--- src/rtl/pc104_pkg.sv ---
// Shared definitions for the PC104 time-sync initiator: responder register map,
// field limits, sequencer state encoding and the set-request range check.
package pc104_pkg;

  localparam logic [1:0] OFF_SEC  = 2'd0;
  localparam logic [1:0] OFF_MIN  = 2'd1;
  localparam logic [1:0] OFF_HR   = 2'd2;
  localparam logic [1:0] OFF_CTRL = 2'd3;

  localparam logic [7:0] CTRL_LOAD = 8'h01;

  localparam logic [4:0] HR_MAX  = 5'd23;
  localparam logic [5:0] MIN_MAX = 6'd59;
  localparam logic [5:0] SEC_MAX = 6'd59;

  typedef enum logic [2:0] {
    ST_IDLE   = 3'd0,
    ST_SETUP  = 3'd1,
    ST_STROBE = 3'd2,
    ST_HOLD   = 3'd3,
    ST_STEP   = 3'd4
  } state_t;

  function automatic logic fields_ok(input logic [4:0] hr, input logic [5:0] mn,
                                     input logic [5:0] sc);
    return (hr <= HR_MAX) && (mn <= MIN_MAX) && (sc <= SEC_MAX);
  endfunction

endpackage

--- src/rtl/pc104_sync_master_if.sv ---
// ISA-style I/O bus between the PC104 initiator (master) and the time-sync responder (slave).
interface pc104_sync_master_if;
  logic       write_n;
  logic       read_n;
  logic [9:0] address;
  logic       aen;
  logic [7:0] data_bus_out;
  logic       data_oe;
  logic [7:0] data_bus_in;

  modport master (
    output write_n, read_n, address, aen, data_bus_out, data_oe,
    input  data_bus_in
  );

  modport slave (
    input  write_n, read_n, address, aen, data_bus_out, data_oe,
    output data_bus_in
  );
endinterface

--- src/rtl/pc104_io_cycle.sv ---
// Single I/O access engine: SETUP/STROBE/HOLD timing, strobe and data_oe generation,
// read capture. STEP is a one-cycle gap in which the sequencer may chain the next access.
module pc104_io_cycle
  import pc104_pkg::*;
#(
  parameter logic [9:0]  BASE_ADDR     = 10'h300,
  parameter int unsigned SETUP_CYCLES  = 1,
  parameter int unsigned STROBE_CYCLES = 2
) (
  input  logic       clock,
  input  logic       reset_n,
  input  logic       start,
  input  logic       is_write,
  input  logic [1:0] offset,
  input  logic [7:0] wdata,
  output state_t     state,
  output logic [5:0] rdata,
  pc104_sync_master_if.master bus
);

  localparam logic [2:0] SETUP_LAST  = 3'(SETUP_CYCLES - 1);
  localparam logic [2:0] STROBE_LAST = 3'(STROBE_CYCLES - 1);

  state_t     state_r, state_nxt;
  logic [2:0] cnt_r, cnt_nxt;
  logic       wr_r, wr_nxt;
  logic [1:0] off_r, off_nxt;
  logic [7:0] wdata_r, wdata_nxt;
  logic [5:0] rdata_r;
  logic       in_cycle_s;

  // Next-state and access-latch logic
  always_comb begin
    state_nxt = state_r;
    cnt_nxt   = cnt_r;
    wr_nxt    = wr_r;
    off_nxt   = off_r;
    wdata_nxt = wdata_r;
    case (state_r)
      ST_IDLE, ST_STEP: begin
        if (start) begin
          state_nxt = ST_SETUP;
          cnt_nxt   = 3'd0;
          wr_nxt    = is_write;
          off_nxt   = offset;
          wdata_nxt = wdata;
        end else begin
          state_nxt = ST_IDLE;
        end
      end
      ST_SETUP: begin
        if (cnt_r == SETUP_LAST) begin
          state_nxt = ST_STROBE;
          cnt_nxt   = 3'd0;
        end else begin
          cnt_nxt = cnt_r + 3'd1;
        end
      end
      ST_STROBE: begin
        if (cnt_r == STROBE_LAST) begin
          state_nxt = ST_HOLD;
          cnt_nxt   = 3'd0;
        end else begin
          cnt_nxt = cnt_r + 3'd1;
        end
      end
      ST_HOLD: state_nxt = ST_STEP;
      default: state_nxt = ST_IDLE;
    endcase
    in_cycle_s = (state_nxt == ST_SETUP) || (state_nxt == ST_STROBE) || (state_nxt == ST_HOLD);
  end

  // State register; bus outputs are registered from the next state so they are glitch-free
  always_ff @(posedge clock or negedge reset_n) begin
    if (!reset_n) begin
      state_r          <= ST_IDLE;
      cnt_r            <= 3'd0;
      wr_r             <= 1'b0;
      off_r            <= 2'd0;
      wdata_r          <= 8'd0;
      rdata_r          <= 6'd0;
      bus.write_n      <= 1'b1;
      bus.read_n       <= 1'b1;
      bus.aen          <= 1'b1;
      bus.address      <= 10'd0;
      bus.data_oe      <= 1'b0;
      bus.data_bus_out <= 8'd0;
    end else begin
      state_r          <= state_nxt;
      cnt_r            <= cnt_nxt;
      wr_r             <= wr_nxt;
      off_r            <= off_nxt;
      wdata_r          <= wdata_nxt;
      bus.aen          <= !in_cycle_s;
      bus.address      <= in_cycle_s ? (BASE_ADDR + {8'd0, off_nxt}) : 10'd0;
      bus.read_n       <= !((state_nxt == ST_STROBE) && !wr_nxt);
      bus.write_n      <= !((state_nxt == ST_STROBE) && wr_nxt);
      bus.data_oe      <= in_cycle_s && wr_nxt;
      bus.data_bus_out <= (in_cycle_s && wr_nxt) ? wdata_nxt : 8'd0;
      // Only the low six bits ever carry a time field
      if ((state_r == ST_STROBE) && (cnt_r == STROBE_LAST) && !wr_r) begin
        rdata_r <= bus.data_bus_in[5:0];
      end
    end
  end

  assign state = state_r;
  assign rdata = rdata_r;

endmodule

--- src/rtl/pc104_sync_master.sv ---
// PC104 time-sync initiator: reads hr/min/sec on each responder irq edge and writes
// hr/min/sec plus a load command on a local set request.
module pc104_sync_master
  import pc104_pkg::*;
#(
  parameter logic [9:0]  BASE_ADDR     = 10'h300,
  parameter int unsigned SETUP_CYCLES  = 1,
  parameter int unsigned STROBE_CYCLES = 2
) (
  input  logic       clock,
  input  logic       reset_n,
  input  logic       irq_in,
  input  logic       set_valid,
  input  logic [4:0] set_hr,
  input  logic [5:0] set_min,
  input  logic [5:0] set_sec,
  output logic       set_ready,
  output logic       set_err,
  output logic       wr_done,
  output logic       rd_done,
  output logic [4:0] rd_hr,
  output logic [5:0] rd_min,
  output logic [5:0] rd_sec,
  output logic       busy,
  pc104_sync_master_if.master bus
);

  logic [2:0] irq_sync_r;
  logic       irq_edge_s;
  state_t     io_state_s;
  logic [5:0] rdata_s;
  logic       idle_s, hold_s, step_s, last_s, ok_s, set_ready_s;
  logic       start_wr_s, start_rd_s, next_access_s, start_s, op_wr_s;
  logic [1:0] op_idx_s, op_off_s;
  logic [7:0] op_data_s;

  logic       mode_wr_r, rd_pending_r;
  logic [1:0] idx_r;
  logic [4:0] hr_r, cap_hr_r, rd_hr_r;
  logic [5:0] min_r, sec_r, cap_min_r, rd_min_r, rd_sec_r;
  logic       set_err_r, wr_done_r, rd_done_r;

  assign irq_edge_s    = irq_sync_r[1] && !irq_sync_r[2];
  assign idle_s        = (io_state_s == ST_IDLE);
  assign hold_s        = (io_state_s == ST_HOLD);
  assign step_s        = (io_state_s == ST_STEP);
  assign last_s        = mode_wr_r ? (idx_r == 2'd3) : (idx_r == 2'd2);
  assign ok_s          = fields_ok(set_hr, set_min, set_sec);
  assign set_ready_s   = idle_s && !rd_pending_r;
  assign start_wr_s    = set_ready_s && set_valid && ok_s;
  assign start_rd_s    = idle_s && !start_wr_s && (irq_edge_s || rd_pending_r);
  assign next_access_s = step_s && !last_s;
  assign start_s       = start_wr_s || start_rd_s || next_access_s;
  assign op_wr_s       = idle_s ? start_wr_s : mode_wr_r;
  assign op_idx_s      = idle_s ? 2'd0 : (idx_r + 2'd1);

  // Register offset and write data for the access about to be launched
  always_comb begin
    op_off_s  = OFF_SEC;
    op_data_s = 8'd0;
    if (op_wr_s) begin
      case (op_idx_s)
        2'd0:    begin op_off_s = OFF_SEC; op_data_s = {2'b00, (idle_s ? set_sec : sec_r)}; end
        2'd1:    begin op_off_s = OFF_MIN; op_data_s = {2'b00, min_r}; end
        2'd2:    begin op_off_s = OFF_HR;  op_data_s = {3'b000, hr_r}; end
        default: begin op_off_s = OFF_CTRL; op_data_s = CTRL_LOAD; end
      endcase
    end else begin
      case (op_idx_s)
        2'd0:    op_off_s = OFF_HR;
        2'd1:    op_off_s = OFF_MIN;
        default: op_off_s = OFF_SEC;
      endcase
    end
  end

  pc104_io_cycle #(
    .BASE_ADDR    (BASE_ADDR),
    .SETUP_CYCLES (SETUP_CYCLES),
    .STROBE_CYCLES(STROBE_CYCLES)
  ) u_io (
    .clock   (clock),
    .reset_n (reset_n),
    .start   (start_s),
    .is_write(op_wr_s),
    .offset  (op_off_s),
    .wdata   (op_data_s),
    .state   (io_state_s),
    .rdata   (rdata_s),
    .bus     (bus)
  );

  // Sequencer: irq synchroniser, request latching, pending read, access index and results
  always_ff @(posedge clock or negedge reset_n) begin
    if (!reset_n) begin
      irq_sync_r   <= 3'd0;
      mode_wr_r    <= 1'b0;
      idx_r        <= 2'd0;
      rd_pending_r <= 1'b0;
      hr_r         <= 5'd0;
      min_r        <= 6'd0;
      sec_r        <= 6'd0;
      cap_hr_r     <= 5'd0;
      cap_min_r    <= 6'd0;
      rd_hr_r      <= 5'd0;
      rd_min_r     <= 6'd0;
      rd_sec_r     <= 6'd0;
      set_err_r    <= 1'b0;
      wr_done_r    <= 1'b0;
      rd_done_r    <= 1'b0;
    end else begin
      irq_sync_r <= {irq_sync_r[1:0], irq_in};
      if (start_wr_s) begin
        mode_wr_r <= 1'b1;
        idx_r     <= 2'd0;
        hr_r      <= set_hr;
        min_r     <= set_min;
        sec_r     <= set_sec;
      end else if (start_rd_s) begin
        mode_wr_r <= 1'b0;
        idx_r     <= 2'd0;
      end else if (next_access_s) begin
        idx_r <= idx_r + 2'd1;
      end
      // Further edges while a read is already owed simply coalesce
      if (start_rd_s) begin
        rd_pending_r <= 1'b0;
      end else if (irq_edge_s) begin
        rd_pending_r <= 1'b1;
      end
      set_err_r <= set_ready_s && set_valid && !ok_s;
      wr_done_r <= hold_s && last_s && mode_wr_r;
      rd_done_r <= hold_s && last_s && !mode_wr_r;
      if (hold_s && !mode_wr_r) begin
        case (idx_r)
          2'd0:    cap_hr_r  <= rdata_s[4:0];
          2'd1:    cap_min_r <= rdata_s;
          default: begin
            rd_hr_r  <= cap_hr_r;
            rd_min_r <= cap_min_r;
            rd_sec_r <= rdata_s;
          end
        endcase
      end
    end
  end

  assign set_ready = set_ready_s;
  assign busy      = !idle_s;
  assign set_err   = set_err_r;
  assign wr_done   = wr_done_r;
  assign rd_done   = rd_done_r;
  assign rd_hr     = rd_hr_r;
  assign rd_min    = rd_min_r;
  assign rd_sec    = rd_sec_r;

endmodule

--- src/flat_wrapper.sv ---
// flat-port wrapper written by rule: the top's interface ports become plain ports
module pc104_sync_master_flat import pc104_pkg::*;
#(
  parameter logic [9:0]  BASE_ADDR     = 10'h300,
  parameter int unsigned SETUP_CYCLES  = 1,
  parameter int unsigned STROBE_CYCLES = 2
)
  (clock, reset_n, irq_in, set_valid, set_hr, set_min, set_sec, set_ready, set_err, wr_done, rd_done, rd_hr, rd_min, rd_sec, busy, bus_write_n, bus_read_n, bus_address, bus_aen, bus_data_bus_out, bus_data_oe, bus_data_bus_in);
  pc104_sync_master_if bus_i ();
  input  logic clock;
  input  logic reset_n;
  input  logic irq_in;
  input  logic set_valid;
  input  logic [4:0] set_hr;
  input  logic [5:0] set_min;
  input  logic [5:0] set_sec;
  output logic set_ready;
  output logic set_err;
  output logic wr_done;
  output logic rd_done;
  output logic [4:0] rd_hr;
  output logic [5:0] rd_min;
  output logic [5:0] rd_sec;
  output logic busy;
  output wire logic [$bits(bus_i.write_n)-1:0] bus_write_n;
  output wire logic [$bits(bus_i.read_n)-1:0] bus_read_n;
  output wire logic [$bits(bus_i.address)-1:0] bus_address;
  output wire logic [$bits(bus_i.aen)-1:0] bus_aen;
  output wire logic [$bits(bus_i.data_bus_out)-1:0] bus_data_bus_out;
  output wire logic [$bits(bus_i.data_oe)-1:0] bus_data_oe;
  input wire logic [$bits(bus_i.data_bus_in)-1:0] bus_data_bus_in;
  assign bus_write_n = bus_i.write_n;
  assign bus_read_n = bus_i.read_n;
  assign bus_address = bus_i.address;
  assign bus_aen = bus_i.aen;
  assign bus_data_bus_out = bus_i.data_bus_out;
  assign bus_data_oe = bus_i.data_oe;
  assign bus_i.data_bus_in = bus_data_bus_in;
  pc104_sync_master #(.BASE_ADDR(BASE_ADDR), .SETUP_CYCLES(SETUP_CYCLES), .STROBE_CYCLES(STROBE_CYCLES)) u_core (.clock(clock), .reset_n(reset_n), .irq_in(irq_in), .set_valid(set_valid), .set_hr(set_hr), .set_min(set_min), .set_sec(set_sec), .set_ready(set_ready), .set_err(set_err), .wr_done(wr_done), .rd_done(rd_done), .rd_hr(rd_hr), .rd_min(rd_min), .rd_sec(rd_sec), .busy(busy), .bus(bus_i));
endmodule
--- config.mk ---
export PLATFORM = sky130hd
export DESIGN_NAME = pc104_sync_master_flat
export DESIGN_NICKNAME = d
export VERILOG_FILES = /design/src/rtl/pc104_pkg.sv /design/src/rtl/pc104_sync_master_if.sv /design/src/rtl/pc104_io_cycle.sv /design/src/rtl/pc104_sync_master.sv /design/src/flat_wrapper.sv
export SDC_FILE = /design/constraint.sdc
export NUM_CORES = 1
export LEC_CHECK = 0
export BUFFER_PORTS_ARGS = -buffer_cell sky130_fd_sc_hd__buf_2
export CAP_MARGIN = 20
export CORE_MARGIN = 4
export CORE_UTILIZATION = 50
export DETAILED_ROUTE_END_ITERATION = 10
export PLACE_DENSITY = 0.73
export SLEW_MARGIN = 20
export SYNTH_ARGS = -nofsm -noshare
export SYNTH_HDL_FRONTEND = slang
export SYNTH_SLANG_ARGS = --single-unit
--- constraint.sdc ---
create_clock -name clock -period 3.5 [get_ports clock]
set_input_delay 0.35 -clock clock [delete_from_list [all_inputs] [get_ports clock]]
set_output_delay 0.35 -clock clock [all_outputs]
set_load 0.005 [all_outputs]
==> flow_metrics.py, run 1 <==
metrics = {
    "timing": {
        "fmax_mhz": 407,
        "grt_setup_unrepaired": "false",
        "skew_ps": 9.70,
        "slew_viol_final": 0,
        "hold_viol": 0,
        "fin_crit_sh": 0.702,
        "fin_setup_tns_ps": 0,
        "setup-violations-final": 0,
        "whs_ps": 108,
        "finalCriticalPeriod_ps": 2460,
        "max_slew.worst_pin.slew_ps": 748,
        "maxSlewHeadroom": 0.502,
    },
    "floorplan": {
        "die_area_um2": 9470,
        "start_util": 0.516,
        "die_x_um": 97.3,
        "num_rows": 32,
        "pin_count": 73,
        "core_area_um2": 7730,
        "die_y_um": 97.3,
    },
    "clock_tree": {
        "cts_buffers": 9,
        "root_buffer": "clkbuf_8",
        "post-cts-setup-buffers": 0,
        "insertion_delay_ps": 350,
        "cts_tree": "yes",
        "postCtsHoldBufs": 1,
        "cts_max_level": 3,
        "clockBufferDepth": 2,
        "cts_resized": 0,
        "clkTransAtPathRegs_ps": 90,
        "cts.sink_count": 93,
    },
    "grt": {
        "grt_usage": 0.172,
        "grt_antenna_before_repair": 0,
        "grt-ovfl-total": 0,
        "grt_pass1_wl_um": 13200,
        "grt_pass1_vias": 2722,
        "grt_max_degree": 50,
    },
    "yosys": {
        "async_flop_share": 1.00,
        "ys_types": 45,
        "ys_seq_elements": 93,
        "syn-instance-count": 340,
        "syn_area_um2": 3990,
        "syn_area_per_cell_um2": 11.7,
        "synth_enable_flop_cells": 0,
        "yosys_warnings": 0,
        "ys_seq_area_frac": 0.584,
        "synth_ff_type": "dfrtp_1",
    },
    "final_layout": {
        "diodes": 0,
        "drive_above_1_share": 0.329,
        "final_nets": 436,
        "syn_to_final_growth_pct": 13.6,
        "nFillCells": 649,
    },
    "critical_path": {
        "critPathSlowestCell": "dfrtp_1",
        "critical_path.top_delay_family": "flip-flops",
        "crit_path_max_fanout": 18,
        "cp-end-kind": "flop",
        "required_ps": 3770,
        "path_class": "reg -> reg",
        "critical_path_buf_inv_count": 1,
        "cpPeakStageDelay_ps": 830,
        "worstSetupStartpointType": "flop",
        "crit_arrival_ps": 2730,
        "crit_chain": "inv_1, ha_1, nand3_1, o211ai_1, o2111ai_1, a211oi_2",
    },
    "worst_hold_path": {
        "min_path_type": "in -> reg",
    },
    "pwr": {
        "ir_worst_vdd_v": 0.000238,
        "p_total_mw": 2.63,
        "powerDensity_nw_per_um2": 580,
        "leakagePower_nw": 2.28,
    },
    "drt": {
        "vias_per_cell": 5.21,
        "post-route-drc-count": 0,
        "dr.pass1.iters": 4,
        "wirelength_um": 7820,
        "detail-route-antenna-nets": 0,
        "post_drt_wl_per_cell_um": 15.4,
        "vias": 2650,
        "drt_iter0_markers": 106,
    },
    "run": {
        "drv_cap": 0,
    },
    "placed_design": {
        "port_buffers": 64,
        "gp_congestion": 0.805,
        "dpl.hpwl_um": 5560,
    },
    "run_status": {
        "status": "completed",
    },
}
-- cells in the mapped netlist, drive strengths merged, types with 4 or more instances --
master | n | area, um^2
a211oi | 5 | 62.6
o211ai | 4 | 30.0
a21oi | 6 | 30.0
nor2 | 11 | 43.8
mux2 | 36 | 405
nand2b | 4 | 25.0
o2111ai | 5 | 43.8
nand3 | 16 | 80.1
inv | 11 | 41.3
dfrtp | 90 | 2250
buf | 19 | 140
mux2i | 7 | 70.1
nand2 | 71 | 267
o21ai | 6 | 33.8
ha | 5 | 62.6
-- sequential cells by signal, indices dropped and copies added, names as in the netlist, 3 cells and up --
register / flops
u_core.u_io.state: 3
u_core.u_io.cnt_r: 3
u_core.irq_sync_r: 3
u_core.min_r: 6
u_core.hr_r: 5
u_core.u_io.bus.data_bus_out: 8
u_core.sec_r: 6
u_core.u_io.wdata_r: 8
u_core.cap_min_r: 6
u_core.rd_min: 6
u_core.rd_hr: 5
u_core.cap_hr_r: 5
u_core.rd_sec: 6
u_core.u_io.bus.address: 3
u_core.u_io.rdata: 6
-- worst register-to-register path, stage by stage (launching register included) --
cell       delay [ps]
dfrtp_1           830
inv_1             210
ha_1              640
nand3_1           140
o211ai_1          130
o2111ai_1         200
a211oi_2          230
-- metal layers --
metal	track usage	share of wire
met1	0.234	0.47
met2	0.271	0.46
met3	0.0445	0.056
met4	0.0543	0.011
met5	0	0
-- final cells by class --
type / instances / area, um^2 / area share
repair buffers: 68 / 355 / 0.0784
inverters: 11 / 41.3 / 0.00911
flip-flops and latches: 93 / 2330 / 0.514
clock inverters: 3 / 45.0 / 0.00993
clock buffers: 13 / 149 / 0.0328
multi-input cells: 219 / 1490 / 0.328
well taps: 102 / 128 / 0.0281
-- layout by cell type, fill, tap and decap left out, types with 2 or more instances in the layout --
master / netlist / final
ha_1: 5 / 5
nor2_1: 10 / 10
clkinvlp_4: 0 / 2
mux2i_1: 7 / 7
o211ai_1: 4 / 4
o22ai_1: 3 / 3
nand2_1: 71 / 71
clkbuf_1: 3 / 3
xnor2_1: 2 / 2
a21oi_1: 6 / 6
clkbuf_8: 0 / 10
a31o_2: 2 / 2
dfrtp_1: 90 / 90
o21ai_0: 5 / 5
nand3_1: 16 / 16
o31ai_1: 3 / 3
and3_1: 2 / 2
or3_1: 2 / 2
mux2_2: 36 / 36
and4_1: 2 / 2
nor4_1: 2 / 2
conb_1: 1 / 6
nor2b_1: 2 / 2
buf_2: 7 / 63
nand4_1: 3 / 3
buf_4: 8 / 4
a211oi_2: 5 / 5
o2111ai_1: 5 / 5
dfstp_2: 3 / 3
inv_1: 10 / 10
nand2b_1: 4 / 4
a21o_1: 3 / 3
-- stage by stage --
stage	setup WS (ps)	instances	utilization	cell area, um^2
6_report	1040	509	0.587	4530
5_1_grt	801	509	0.587	4530
2_1_floorplan	1630	345	-	4010
4_1_cts	1020	509	0.587	4530
3_5_place_dp	1050	492	0.560	4330
3_3_place_gp	1080	492	0.560	4330
-- final timing paths --
check | depth (start not counted) | from | endpoint | slack, ps
worst max-delay path | 6 | u_core.idx_r[0] | u_core.u_io.bus.data_bus_out[1] | 1040
worst min-delay path | 1 | irq_in | u_core.irq_sync_r[0] | 110
worst max register to register | 6 | u_core.idx_r[0] | u_core.u_io.bus.data_bus_out[1] | 1040
worst min register to register | 0 | u_core.irq_sync_r[0] | u_core.irq_sync_r[1] | 360
max in group asynchronous | 3 | reset_n | u_core.rd_hr[4] | 2210
min in group asynchronous | 2 | reset_n | u_core.rd_sec[5] | 410
-- cells by family (layout without fill, tap and decap cells) --
kind of cell,count (synthesis),count (layout),share of synthesized area
simple gates,122,122,0.145
flops,93,93,0.584
mux,43,43,0.119
compound gates,41,41,0.0822
buf+inv,33,95,0.0483
fa+ha+maj,5,5,0.0157
xor+xnor,2,2,0.00439
other cells,1,6,0.000940
-- power breakdown --
| part | leakage (nW) | internal (mW) | total, mW | switching [mW] |
|---|---|---|---|---|
| combinational | 1.01 | 0.276 | 0.630 | 0.354 |
| sequential | 1.18 | 1.19 | 1.29 | 0.102 |
| clock | 0.0899 | 0.351 | 0.708 | 0.357 |
Note: power is estimated with default switching activity, not from simulation.
==> inputs of run 2 (changes only) <==
- ABC_AREA: unset -> 1
- clock period: 3.5 -> 2.3 ns (I/O delays scaled with it)
==> run 2 against run 1 <==
  * Via count rose by 16%
  * Synthesized area rose by 0.47%
  * Critical path type unchanged
  * Sequential cell count did not move
  * First-iteration DRC count rose by 26%
  * Power rose by 130%
==> flow_metrics.py, run 2 <==
metrics = {
    "run_status": {
        "status": "completed",
    },
    "timing": {
        "slew_viol_final": 0,
        "max_slew.worst_pin.slew_ps": 506,
        "maxSlewHeadroom": 0.663,
        "fin_setup_tns_ps": 0,
        "grt_setup_unrepaired": "false",
        "finalCriticalPeriod_ps": 2070,
        "setup-violations-final": 0,
        "fmax_mhz": 483,
        "hold_viol": 0,
        "skew_ps": 12.4,
        "fin_crit_sh": 0.899,
    },
    "final_layout": {
        "diodes": 0,
        "stdcell_area_um2": 4670,
        "drive_above_1_share": 0.199,
        "reg_top3": "u_core.u_io.bus.data_bus_out (8), u_core.u_io.wdata_r (8)",
        "final_nets": 562,
        "syn_to_final_growth_pct": 16.4,
        "final_cell_mix": "nand2_1, dfrtp_1, inv_1, buf_2, nor2_1",
        "layout_commonest_cell": "nand2_1",
    },
    "grt": {
        "grt_max_degree": 42,
        "grt_antenna_before_repair": 0,
        "grt_pass1_wl_um": 13600,
        "grt_usage": 0.176,
        "grt-ovfl-total": 0,
        "grt_pass1_vias": 3070,
    },
    "pwr": {
        "ir_worst_vdd_v": 0.000617,
        "clkPwrFrac": 0.214,
        "internal_power_mw": 3.75,
        "switchingPower_mw": 2.37,
        "swShare": 0.387,
        "seq_power_share": 0.419,
        "powerDensity_nw_per_um2": 1310,
        "combinationalPowerShare": 0.367,
        "leakagePower_nw": 2.57,
    },
    "yosys": {
        "yosys.area.top_type": "dfrtp_1",
        "synth_enable_flop_cells": 0,
        "synth_ff_type": "dfrtp_1",
        "yosys_warnings": 0,
        "async_flop_share": 1.00,
        "synth_area_leaders": "dfrtp_1, nand2_1, inv_1",
        "syn-instance-count": 460,
        "synth_common_cells": "nand2_1, dfrtp_1, inv_1",
        "syn_area_um2": 4010,
        "syn_area_per_cell_um2": 8.71,
        "ys_types": 31,
        "ys_seq_area_frac": 0.581,
        "yosys.cell_count.top_type": "nand2_1",
        "synth_top_area_share": 0.562,
        "ys_seq_elements": 93,
    },
    "floorplan": {
        "die_x_um": 97.5,
        "pin_count": 73,
        "die_area_um2": 9510,
        "start_util": 0.516,
        "num_rows": 32,
        "core_area_um2": 7770,
        "die_y_um": 97.5,
    },
    "drt": {
        "vias_per_cell": 4.84,
        "drt_iter0_markers": 134,
        "post-route-drc-count": 0,
        "dr.pass1.iters": 4,
        "post_drt_wl_per_cell_um": 12.3,
        "vias": 3076,
        "wirelength_um": 7780,
        "detail-route-antenna-nets": 0,
    },
    "clock_tree": {
        "post-cts-setup-buffers": 0,
        "insertion_delay_ps": 360,
        "clockBufferDepth": 2,
        "clkTransAtPathRegs_ps": 90,
        "cts_tree": "yes",
        "postCtsHoldBufs": 2,
        "cts_resized": 0,
        "cts_buffers": 9,
        "cts.sink_count": 93,
        "root_buffer": "clkbuf_8",
        "cts_max_level": 3,
    },
    "worst_hold_path": {
        "hold_end": "u_core.min_r[1]",
        "hold_start": "set_min[1]",
        "hold_depth": 3,
        "min_path_type": "in -> reg",
    },
    "critical_path": {
        "reg2reg_slack_ps": 230,
        "crit_arrival_ps": 2320,
        "timing.rr.end": "u_core.u_io.wdata_r[3]",
        "crit_path_max_fanout": 10,
        "cp-end-kind": "flop",
        "worstSetupStartpointType": "flop",
        "path_class": "reg -> reg",
        "r2r_cells": 9,
        "required_ps": 2550,
        "reg2reg_from": "u_core.idx_r[0]",
    },
    "placed_design": {
        "port_buffers": 64,
        "gp_congestion": 0.884,
        "dpl_cell_area_um2": 4400,
        "dpl.hpwl_um": 5570,
    },
    "run": {
        "drv_cap": 0,
    },
}
==> run 2: changes by cell type after synthesis, sizes merged, moves of 30 or more <==
cell,delta
nand2,+70
mux2,-36
inv,+58
nor2,+36
o21ai,+30
==> run 2: worst max path at each step <==
stage,startpoint,slack [ps],to
floorplan,u_core.idx_r[0],550,u_core.u_io.bus.data_bus_out[5]
global placement,u_core.idx_r[0],310,u_core.u_io.bus.data_bus_out[5]
detailed placement,u_core.idx_r[0],280,u_core.u_io.bus.data_bus_out[5]
CTS,u_core.idx_r[0],240,u_core.u_io.cnt_r[0]
global route,u_core.u_io.state[0],50,u_core.u_io.bus.address[1]
finish,u_core.idx_r[0],230,u_core.u_io.wdata_r[3]
==> run 2: logic make-up after synthesis <==
kind of cell | Yosys count | share of synthesized area
flops | 93 | 0.581
other cells | 1 | 0.000935
fa+ha+maj | 5 | 0.0156
simple gates | 222 | 0.239
xor+xnor | 1 | 0.00219
buf+inv | 90 | 0.0977
compound gates | 48 | 0.0630
==> run 2: power by group through the flow <==
stage	Combinational [mW]	Clock (mW)	Sequential, mW
after floorplan	1.67	0	2.53
after global placement	2.18	0	2.56
after detailed placement	2.25	0	2.59
after CTS	2.28	1.34	2.56
after global routing	2.63	1.40	2.64
final	2.25	1.31	2.57
==> run 2: area by class of cell <==
type,count,area (um^2)
fillers,710,3100
flip-flops and latches,93,2330
multi-input cells,282,1310
repair buffers,73,395
inverters,69,262
well taps,102,128
clock buffers,9,124
clock inverters,7,121
==> run 2: worst max-delay path, stage by stage (launching register included) <==
cell and delay [ps]:
dfrtp_1 590, inv_4 120, ha_1 500, inv_1 210, nand4_1 130, nand3_1 90
nand2_1 70, nor2_1 50, nor2_1 160, inv_1 60
==> run 2: through the flow <==
stage | util | setup slack [ps] | hold WS, ps | std cells | power (mW)
floorplan | - | 549 | -65.6 | 465 | 4.19
global placement | 0.567 | 310 | 242 | 617 | 4.75
detailed placement | 0.567 | 277 | 237 | 617 | 4.84
CTS | 0.601 | 241 | 51.9 | 635 | 6.18
global route | 0.601 | 48.4 | 63.7 | 635 | 6.67
finish | 0.601 | 231 | 64.7 | 635 | 6.12
==> run 2: per-layer routing <==
layer / part of all wire / up-vias / global-route usage
met5: 0 / - / 0
met3: 0.065 / 18 / 0.0445
met4: 0.021 / 0 / 0.0735
met1: 0.44 / 1437 / 0.221
li1: - / 1528 / -
met2: 0.47 / 93 / 0.290
